$ cat config.mk
export PLATFORM = sky130hd
export DESIGN_NAME = cobs_vram_writer
export DESIGN_NICKNAME = d
export VERILOG_FILES = /design/src/rtl/cobs_vram_writer.sv
export SDC_FILE = /design/constraint.sdc
export NUM_CORES = 1
export LEC_CHECK = 0
export ABC_AREA = 1
export CAP_MARGIN = 10
export CORE_ASPECT_RATIO = 1.25
export CORE_MARGIN = 8
export CORE_UTILIZATION = 51
export CTS_BUF_LIST = sky130_fd_sc_hd__clkbuf_2
export CTS_CLUSTER_SIZE = 28
export DETAILED_ROUTE_END_ITERATION = 6
export HOLD_SLACK_MARGIN = 0.05
export PLACE_DENSITY_LB_ADDON = 0.05
export SLEW_MARGIN = 20
export SYNTH_ARGS = -nofsm -noshare
export SYNTH_HDL_FRONTEND = slang
export SYNTH_SLANG_ARGS = --single-unit
$ cat constraint.sdc
create_clock -name clk -period 1.7 [get_ports clk]
set_clock_uncertainty 0.05 [all_clocks]
set_input_delay 0.34 -clock clk [delete_from_list [all_inputs] [get_ports clk]]
set_output_delay 0.34 -clock clk [all_outputs]
set_load 0.01 [all_outputs]
$ cat src/rtl/cobs_vram_writer.sv
// COBS frame decoder feeding VRAM pixel writes over a req/ack port to the SDRAM arbiter.
// Each frame starts with a command byte, followed by pixel data or address pairs.
module cobs_vram_writer #(
    parameter int unsigned ADDR_W   = 16,
    parameter logic [7:0]  CMD_DATA = 8'h01,
    parameter logic [7:0]  CMD_ADDR = 8'h02
) (
    input  logic              clk,
    input  logic              rst,
    input  logic              rx_valid,
    input  logic [7:0]        rx_data,
    output logic              wr_req,
    output logic [ADDR_W-1:0] wr_addr,
    output logic [7:0]        wr_data,
    input  logic              wr_ack,
    input  logic              err_clr,
    output logic              frame_err,
    output logic              overrun
);

    typedef enum logic [2:0] {
        StCmd,
        StData,
        StAlo,
        StAhi,
        StSkip
    } cmd_state_e;

    cmd_state_e        cmd_q, cmd_d;
    logic [7:0]        cnt_q, cnt_d;
    logic              zero_pend_q, zero_pend_d;
    logic [ADDR_W-1:0] next_addr_q, next_addr_d;
    logic              wr_req_q, wr_req_d;
    logic [ADDR_W-1:0] wr_addr_q, wr_addr_d;
    logic [7:0]        wr_data_q, wr_data_d;
    logic              frame_err_q, frame_err_d;
    logic              overrun_q, overrun_d;

    logic              dec_valid;
    logic [7:0]        dec_byte;

    always_comb begin
        cmd_d       = cmd_q;
        cnt_d       = cnt_q;
        zero_pend_d = zero_pend_q;
        next_addr_d = next_addr_q;
        wr_req_d    = wr_req_q & ~wr_ack;
        wr_addr_d   = wr_addr_q;
        wr_data_d   = wr_data_q;
        frame_err_d = 1'b0;
        overrun_d   = overrun_q & ~err_clr;
        dec_valid   = 1'b0;
        dec_byte    = rx_data;

        // COBS layer: at most one decoded byte per raw byte
        if (rx_valid) begin
            if (rx_data == 8'h00) begin
                if (cnt_q != 8'h00) begin
                    frame_err_d = 1'b1;
                end
                cnt_d       = 8'h00;
                zero_pend_d = 1'b0;
                cmd_d       = StCmd;
            end else if (cnt_q == 8'h00) begin
                cnt_d       = rx_data - 8'd1;
                zero_pend_d = (rx_data != 8'hFF);
                if (zero_pend_q) begin
                    dec_valid = 1'b1;
                    dec_byte  = 8'h00;
                end
            end else begin
                dec_valid = 1'b1;
                cnt_d     = cnt_q - 8'd1;
            end
        end

        if (dec_valid) begin
            case (cmd_q)
                StCmd: begin
                    if (dec_byte == CMD_DATA) begin
                        cmd_d = StData;
                    end else if (dec_byte == CMD_ADDR) begin
                        cmd_d = StAlo;
                    end else begin
                        frame_err_d = 1'b1;
                        cmd_d       = StSkip;
                    end
                end
                StData: begin
                    // A pending unacked request keeps its addr/data; the byte is lost
                    if (!wr_req_q || wr_ack) begin
                        wr_req_d  = 1'b1;
                        wr_addr_d = next_addr_q;
                        wr_data_d = dec_byte;
                    end else begin
                        overrun_d = 1'b1;
                    end
                    next_addr_d = next_addr_q + ADDR_W'(1);
                end
                StAlo: begin
                    next_addr_d[7:0] = dec_byte;
                    cmd_d            = StAhi;
                end
                StAhi: begin
                    next_addr_d[ADDR_W-1:8] = dec_byte[ADDR_W-9:0];
                    cmd_d                   = StAlo;
                end
                StSkip: begin
                    cmd_d = StSkip;
                end
                default: begin
                    cmd_d = StCmd;
                end
            endcase
        end
    end

    always_ff @(posedge clk) begin
        if (rst) begin
            cmd_q       <= StCmd;
            cnt_q       <= 8'h00;
            zero_pend_q <= 1'b0;
            next_addr_q <= '0;
            wr_req_q    <= 1'b0;
            wr_addr_q   <= '0;
            wr_data_q   <= 8'h00;
            frame_err_q <= 1'b0;
            overrun_q   <= 1'b0;
        end else begin
            cmd_q       <= cmd_d;
            cnt_q       <= cnt_d;
            zero_pend_q <= zero_pend_d;
            next_addr_q <= next_addr_d;
            wr_req_q    <= wr_req_d;
            wr_addr_q   <= wr_addr_d;
            wr_data_q   <= wr_data_d;
            frame_err_q <= frame_err_d;
            overrun_q   <= overrun_d;
        end
    end

    assign wr_req    = wr_req_q;
    assign wr_addr   = wr_addr_q;
    assign wr_data   = wr_data_q;
    assign frame_err = frame_err_q;
    assign overrun   = overrun_q;

endmodule

== After elaboration in Yosys (flattened, before gate mapping) ==
Cells that the tools add are included.
Storage, ports and cells
  flip-flop bits (word level): 55
  output and inout bits: 27
  input port bits: 13
  logic and storage cells: 70
Cells by class
  equality and inequality tests: 7
  mux-type cells: 33
  $add $sub $neg: 3
  reductions and logical operators: 13
  bitwise gates (word level): 4
Operator list (number)
  two-way mux 8 bit: 6
  one-hot mux 8 bit (2 select lines): 2
  two-way mux 1 bit: 19
  adder 16 x 1 -> 16 bit (second input constant): 1
  logical NOT 8 bit: 2
  subtractor 8 x 1 -> 8 bit (second input constant): 2
  two-way mux 3 bit: 5
  one-hot mux 3 bit (5 select lines): 1
  equality test 8 x 1 -> 1 bit (second input constant): 1
  equality test 8 x 2 -> 1 bit (second input constant): 1
  inequality test 8 bit (second input constant): 1
  nonzero test 8 bit: 1
  equality test 3 x 2 -> 1 bit (second input constant): 2
  AND reduction 2 bit: 3
  nonzero test 2 bit: 3
  equality test 3 x 1 -> 1 bit (second input constant): 1
  equality test 3 bit (second input constant): 1
  logical NOT 3 bit: 1
  AND reduction 3 bit: 1
  AND 1 bit: 2
  NOT 1 bit: 2
  logical NOT 1 bit: 1
  logical OR 1 bit: 1

== Depth between registers and ports, before layout ==
Gate-level depths: netlist of the first run.
  depth after elaboration: 9
  gate-level depth with buffers: 13
  mapped depth without buffers: 12

== Least setup slack after synthesis of the first run ==
Ideal clock, no wire load.
  path type: reg-to-reg
  start: register cnt_q[6]
  end: register cnt_q[4]
  required time: 1579 ps
  path buffers: 1
  clock period less this slack: 1649 ps
  cell stages (with the launch flop): 12
  setup time: 71 ps
  slack: 51 ps
  data arrival time: 1528 ps
  path through: dfxtp_1 > nor2_1 > nand2_1 > nor2_2 > buf_6 > a21oi_1 > ha_1 > nand2_1 > nor2_1 > xnor2_1 > nand2_1 > a21oi_1
On the way
  cells in the longest elaborated chain, start to end: 3
Ends and longest elaborated chain
  start, declared: RTL line 30  | logic [7:0] cnt_q, cnt_d;
  start signal, assigned: RTL line 131  | cnt_q <= cnt_d;
  logical NOT 8 bit: RTL line 64  | end else if (cnt_q == 8'h00) begin
  two-way mux 8 bit: RTL line 64
  two-way mux 8 bit: RTL line 57  | if (rx_data == 8'h00) begin
No other way between the ends.
A chain may end at the register's enable or synchronous reset.

== Worst setup path after layout of the first run ==
  start: input port rx_data[2]
  end: register next_addr_q[11]
On the way
  cells in the longest elaborated chain, start to end: 4
  elaborated cells on any way between the ends: 7
  those cells by class: mux: 5; reduce/logical: 2
Ends and longest elaborated chain
  start, declared: RTL line 11  | input logic [7:0] rx_data,
  logical NOT 8 bit (*): RTL line 57
  two-way mux 8 bit or two-way mux 1 bit (tied branches): RTL line 57
  two-way mux 8 bit or two-way mux 1 bit (tied branches): RTL line 56  | if (rx_valid) begin
  one-hot mux 8 bit (2 select lines) or AND reduction 2 bit (tied branches)
  end signal, assigned: RTL line 133  | next_addr_q <= next_addr_d;
  end, declared: RTL line 32  | logic [ADDR_W-1:0] next_addr_q, next_addr_d;
Every way passes the cells marked *; elsewhere a longest branch is shown, timed or not.

==> results of run 1 <==
==> stage by stage <==
step / area (sq um) / instances
after floorplan: 2960 / 430
after global placement: 3870 / 587
after detailed placement: 3870 / 587
after CTS: 4180 / 606
after global routing: 4450 / 610
final: 4450 / 610
==> critical path: cells and delay by family <==
| kind | cells | cell delay, ns |
|---|---|---|
| buf+inv | 3 | 0.77 |
| simple gates | 7 | 0.70 |
| compound gates | 2 | 0.27 |
==> cells in the mapped netlist, drive strengths merged <==
cell type / instances / share of area
a211oi: 2 / 0.0068
a21oi: 54 / 0.094
a221oi: 1 / 0.0030
a31oi: 1 / 0.0021
and2: 1 / 0.0021
buf: 9 / 0.025
clkbuf: 9 / 0.011
clkinv: 1 / 0.0017
dfxtp: 55 / 0.37
ha: 2 / 0.0085
inv: 53 / 0.067
nand2: 78 / 0.10
nand3: 28 / 0.059
nand3b: 3 / 0.0076
nand4: 6 / 0.013
nor2: 57 / 0.080
nor3: 10 / 0.020
nor3b: 1 / 0.0025
nor4: 1 / 0.0021
o211ai: 9 / 0.023
o21ai: 39 / 0.066
o221ai: 1 / 0.0030
o31ai: 2 / 0.0051
or2: 1 / 0.0021
xnor2: 3 / 0.0089
xor2: 3 / 0.0089
==> power groups by stage <==
stage | clock (mW) | combinational (mW) | sequential, mW
floorplan | 0 | 1.19 | 1.50
global placement | 0 | 1.96 | 1.49
detailed placement | 0 | 2.00 | 1.49
CTS | 0.672 | 2.22 | 1.48
global route | 0.703 | 3.01 | 1.52
finish | 0.647 | 2.77 | 1.50
==> layout by cell type, fill, tap and decap left out, types with 2 or more instances in the layout <==
cell,synthesis,final
buf_6,4,8
nand2_4,1,8
nand2_2,3,6
a21oi_2,2,11
nor3_1,8,8
o21ai_0,25,17
a21oi_1,52,42
nand3b_1,3,3
dlygate4sd2_1,0,27
nand4_1,6,6
o21ai_1,14,16
inv_2,1,7
inv_1,52,45
nand3_1,24,20
nand3_4,2,4
buf_4,2,74
nor2_2,6,10
clkbuf_2,0,6
xnor2_1,3,2
nor2_4,1,14
dfxtp_1,55,16
o211ai_1,9,9
clkdlybuf4s50_1,0,11
nand3_2,2,4
nor2_1,50,33
o21ai_2,0,5
dfxtp_2,0,39
buf_12,0,3
xor2_1,3,3
nand2_1,74,64
==> area by class of cell <==
class / count / share of cell area
multi-input cells: 303 / 0.417
clock inverters: 1 / 0.00674
inverters: 54 / 0.0478
flip-flops and latches: 55 / 0.258
clock buffers: 6 / 0.00674
well taps: 66 / 0.0185
repair buffers: 125 / 0.245
==> flip-flops by register name, summed over array words and instances, names as in the netlist <==
register	count
zero_pend_q	1
overrun	1
cnt_q	8
next_addr_q	16
wr_data	8
frame_err	1
wr_addr	16
wr_req	1
cmd_q	3
==> logic make-up after synthesis <==
group,count (synthesis),share of synthesized area
fa+ha+maj,2,0.00846
flops,55,0.372
xor+xnor,6,0.0178
simple gates,186,0.293
buf+inv,72,0.106
compound gates,109,0.203
==> per-layer routing <==
metal  GRT usage  share of wire  up-vias
met3      0.0437          0.049       26
li1            -              -     1653
met5           0              0        -
met1       0.227           0.40     1544
met4      0.0919          0.035        0
met2       0.383           0.51      104
==> what timing repair did <==
item,CTS,global route
setup endpoints to repair,60,52
hold buffers,0,0
pin swaps,11,25
cloned,2,0
gates resized for setup,93,79
buffers inserted,10,5
==> worst paths after layout <==
check / start / to / slack (ns) / cells past startpoint
min reg2reg: overrun$_SDFF_PP0_ / overrun$_SDFF_PP0_ / 0.43 / 2
min: rx_data[1] / zero_pend_q$_SDFFE_PP0P_ / 0.41 / 5
max reg2reg: cnt_q[3]$_SDFFE_PP0P_ / next_addr_q[11]$_SDFFE_PP0P_ / -0.01 / 12
max: rx_data[2] / next_addr_q[11]$_SDFFE_PP0P_ / -0.03 / 12
==> flow_summary.ini, run 1 <==
[outcome]
status = finished with violations
violations = negative setup slack

[logic_synthesis]
syn-num-nets = 445
yosysUniqueCellTypes = 39
syn_area_sq_mm = 0.00296
ys_ff_latch = 55
synth-seq-area-share = 0.372
yosysWarnings = 0
syn_inst = 430
syn_avg_cell_area_sq_um = 6.88

[drt]
drtIter0Drc = 178
routed_wirelength_microns = 9190
route.vias.total = 3327
wl_per_cell_microns = 15.1
firstDrtPassIters = 5
ant_nets = 0
vias_per_cell = 5.45
drc = 0

[cells_and_area]
multiInputGateArea_sq_mm = 0.00186
syn_to_final_growth_pct = 50.7
drive_gt1_frac = 0.392
num-fill-cells = 439
antenna_cells = 0
regArea_sq_mm = 0.00115
fin_util = 0.781
num-nets-final = 559

[die]
initial_core_util = 0.519
io_pins = 40
num_rows = 31
die_y_microns = 101
coreArea_sq_mm = 0.00570
die_w_microns = 84.1
dieArea_sq_mm = 0.00850

[pwr]
total_power_mw = 4.92
intPower_mw = 3.02
leakagePower_nw = 2.03
power.density_mw_per_mm2 = 1100
seq_power_share = 0.305
comb_power_share = 0.564
p_sw_mw = 1.90
peakVddDrop_mv = 1.49
p_clk_frac = 0.132
sw_frac_of_total = 0.387

[timing]
max_freq_ghz = 0.579
hold_viol = 0
slew_headroom = 0.734
tns_ns = -0.0301
slew_viol_final = 0
fin_crit_ns = 1.73
period_share = 1.02
whs_ns = 0.406
rsz0062_at_grt = true
finalWorstSetupSlack_ns = -0.0258
finalSetupViolations = 3
worst_pin_slew_ns = 0.397

[worst_setup_path]
path_class = in2reg
crit_arrival_ns = 2.06
cp_cell_sequence = clkdlybuf4s50_1 > nor2_1 > nand2_1 > nor2_2 > nor2_4 > nand2_4 > buf_4 > nor2_4 > inv_1 > a21oi_1 > nand2_1 > a21oi_1
crit_fanout = 7
critPathLaunchType = input port
slowest_stage = clkdlybuf4s50_1
critPathRequiredTime_ns = 2.04
crit_path_end_kind = flop
crit_path_max_incr_delay_ns = 0.48

[clocking]
cts.sinks = 55
clk_path_buf_depth = 2
cts_tree = yes
clk_latency_ns = 0.44
cts-root-buf = clkbuf_2
htree_levels = 2
cts_buffers = 5
cts.reportedPaths.clkPinSlew_ns = 0.28

[global_routing]
track_usage = 0.210
grt.overflow.total = 0
grt_pass1_wl_microns = 15000
antenna_found_initial = 0
grt_max_degree = 32
grt_pass1_vias = 3260

[place]
pre_cts_ws_ns = -0.443
dp_hpwl_microns = 6130
port_buffers = 39
place_congestion = 0.872

[run]
maxCapViolCount = 0

[min_path]
hold_class = in2reg
No activity file was read; power rests on OpenSTA's default activity.
==> run 2, diff against run 1 <==
Settings changed: CORE_MARGIN 8 to not set.
==> flow_summary.ini, run 2 (same netlist as run 1, synthesis figures left out) <==
[outcome]
status = finished with violations
violations = negative setup slack

[clocking]
cts.reportedPaths.clkPinSlew_ns = 0.27
clk_path_buf_depth = 2
cts.sinks = 55
cts-root-buf = clkbuf_2
clk_latency_ns = 0.47
cts_hold_buf = 0
htree_levels = 2
cts_tree = yes
cts_buffers = 5

[timing]
rsz0062_at_grt = true
period_share = 1.07
fin_crit_ns = 1.82
whs_ns = 0.412
slew_viol_final = 0
slew_headroom = 0.768
hold_viol = 0
finalSetupViolations = 28
finalWorstSetupSlack_ns = -0.125
worst_pin_slew_ns = 0.347
max_freq_ghz = 0.548

[drt]
vias_per_cell = 5.46
routed_wirelength_microns = 8830
drtIter0Drc = 183
route.vias.total = 3310
firstDrtPassIters = 5
ant_nets = 0
drc = 0
wl_per_cell_microns = 14.6

[die]
io_pins = 40
dieArea_sq_mm = 0.00611
initial_core_util = 0.536
die_y_microns = 87.1
num_rows = 30
coreArea_sq_mm = 0.00552
die_w_microns = 70.1

[global_routing]
grt.overflow.total = 0
track_usage = 0.282
grt_pass1_wl_microns = 13800
antenna_found_initial = 0
grt_max_degree = 41
grt_pass1_vias = 3100

[pwr]
power.density_mw_per_mm2 = 1150
total_power_mw = 5.06
leakagePower_nw = 1.96
peakVddDrop_mv = 1.54

[worst_setup_path]
crit_fanout = 7
cp_cell_sequence = nor2_2 > nand2_2 > nor2_4 > buf_6 > nand3_4 > nand3_4 > nand2_4 > nor2_4 > nand3_2 > nand2_1 > nand2_1 > a21oi_2
crit_path_end_kind = flop
crit_arrival_ns = 2.20
critPathRequiredTime_ns = 2.08
critPathLaunchType = flop
crit_path_max_incr_delay_ns = 0.39
path_class = reg2reg
slowest_stage = dfxtp_2
reg2reg_slack_ns = -0.12

[cells_and_area]
num-nets-final = 556
antenna_cells = 0
instances_no_fill = 606
final_common_cell = buf_4
final_cell_mix = buf_4 (71), nand2_1 (63), inv_1 (45), a21oi_1 (41), dfxtp_2 (36)
syn_to_final_growth_pct = 49.0
drive_gt1_frac = 0.389

[place]
dp.cells = 589
place_congestion = 0.889
pre_cts_ws_ns = -0.489
dp_hpwl_microns = 6210
port_buffers = 39

[run]
maxCapViolCount = 0

[min_path]
hold_class = in2reg
run 2: layout make-up:
| class | count | area [sq um] |
|---|---|---|
| fill | 401 | 1110 |
| tap | 64 | 80.1 |
| timing repair buffer | 122 | 1050 |
| inverter | 54 | 209 |
| multi-input combinational | 303 | 1870 |
| clock inverter | 3 | 20.0 |
| sequential | 55 | 1150 |
| clock buffer | 5 | 25.0 |
run 2: metal layers:
metal,GRT usage,up-vias,routed length [microns],share of wire
met4,0.151,0,397,0.045
li1,-,1637,-,-
met1,0.318,1531,3390,0.38
met3,0.0394,29,373,0.042
met5,0,-,0,0
met2,0.514,113,4670,0.53
run 2: path summary, 6_finish.rpt:
path,cells past startpoint,start,end
max,12,cnt_q[7]$_SDFFE_PP0P_,cmd_q[0]$_SDFF_PP0_
min,4,err_clr,overrun$_SDFF_PP0_
max reg2reg,12,cnt_q[7]$_SDFFE_PP0P_,cmd_q[0]$_SDFF_PP0_
min reg2reg,2,overrun$_SDFF_PP0_,overrun$_SDFF_PP0_
run 2: critical path, delay by kind of cell (launching register included):
| kind | cells | cell delay [ns] |
|---|---|---|
| and+or+nand+nor | 10 | 1.10 |
| DFF | 1 | 0.39 |
| buffers and inverters | 1 | 0.13 |
| AOI/OAI and AO/OA | 1 | 0.11 |
run 2: stage by stage:
stage / setup TNS, ns / util / cell area [sq um]
2_1_floorplan: 0 / - / 2960
3_3_place_gp: -13.50 / 0.709 / 3910
3_5_place_dp: -17.51 / 0.709 / 3910
6_report: -1.04 / 0.799 / 4410
4_1_cts: -0.0875 / 0.742 / 4090
5_1_grt: -3.74 / 0.799 / 4410
run 2: what timing repair did:
action                                  CTS  global route
resized for setup                        92            73
endpoints found under the setup margin   77            49
gates cloned                              0             0
buffers inserted                          5             6
pin swaps                                14            29
run 2: report_power, final:
group	internal [mW]	total [mW]	switching [mW]
Clock	0.0989	0.531	0.432
Sequential	1.43	1.50	0.0731
Combinational	1.44	3.03	1.59
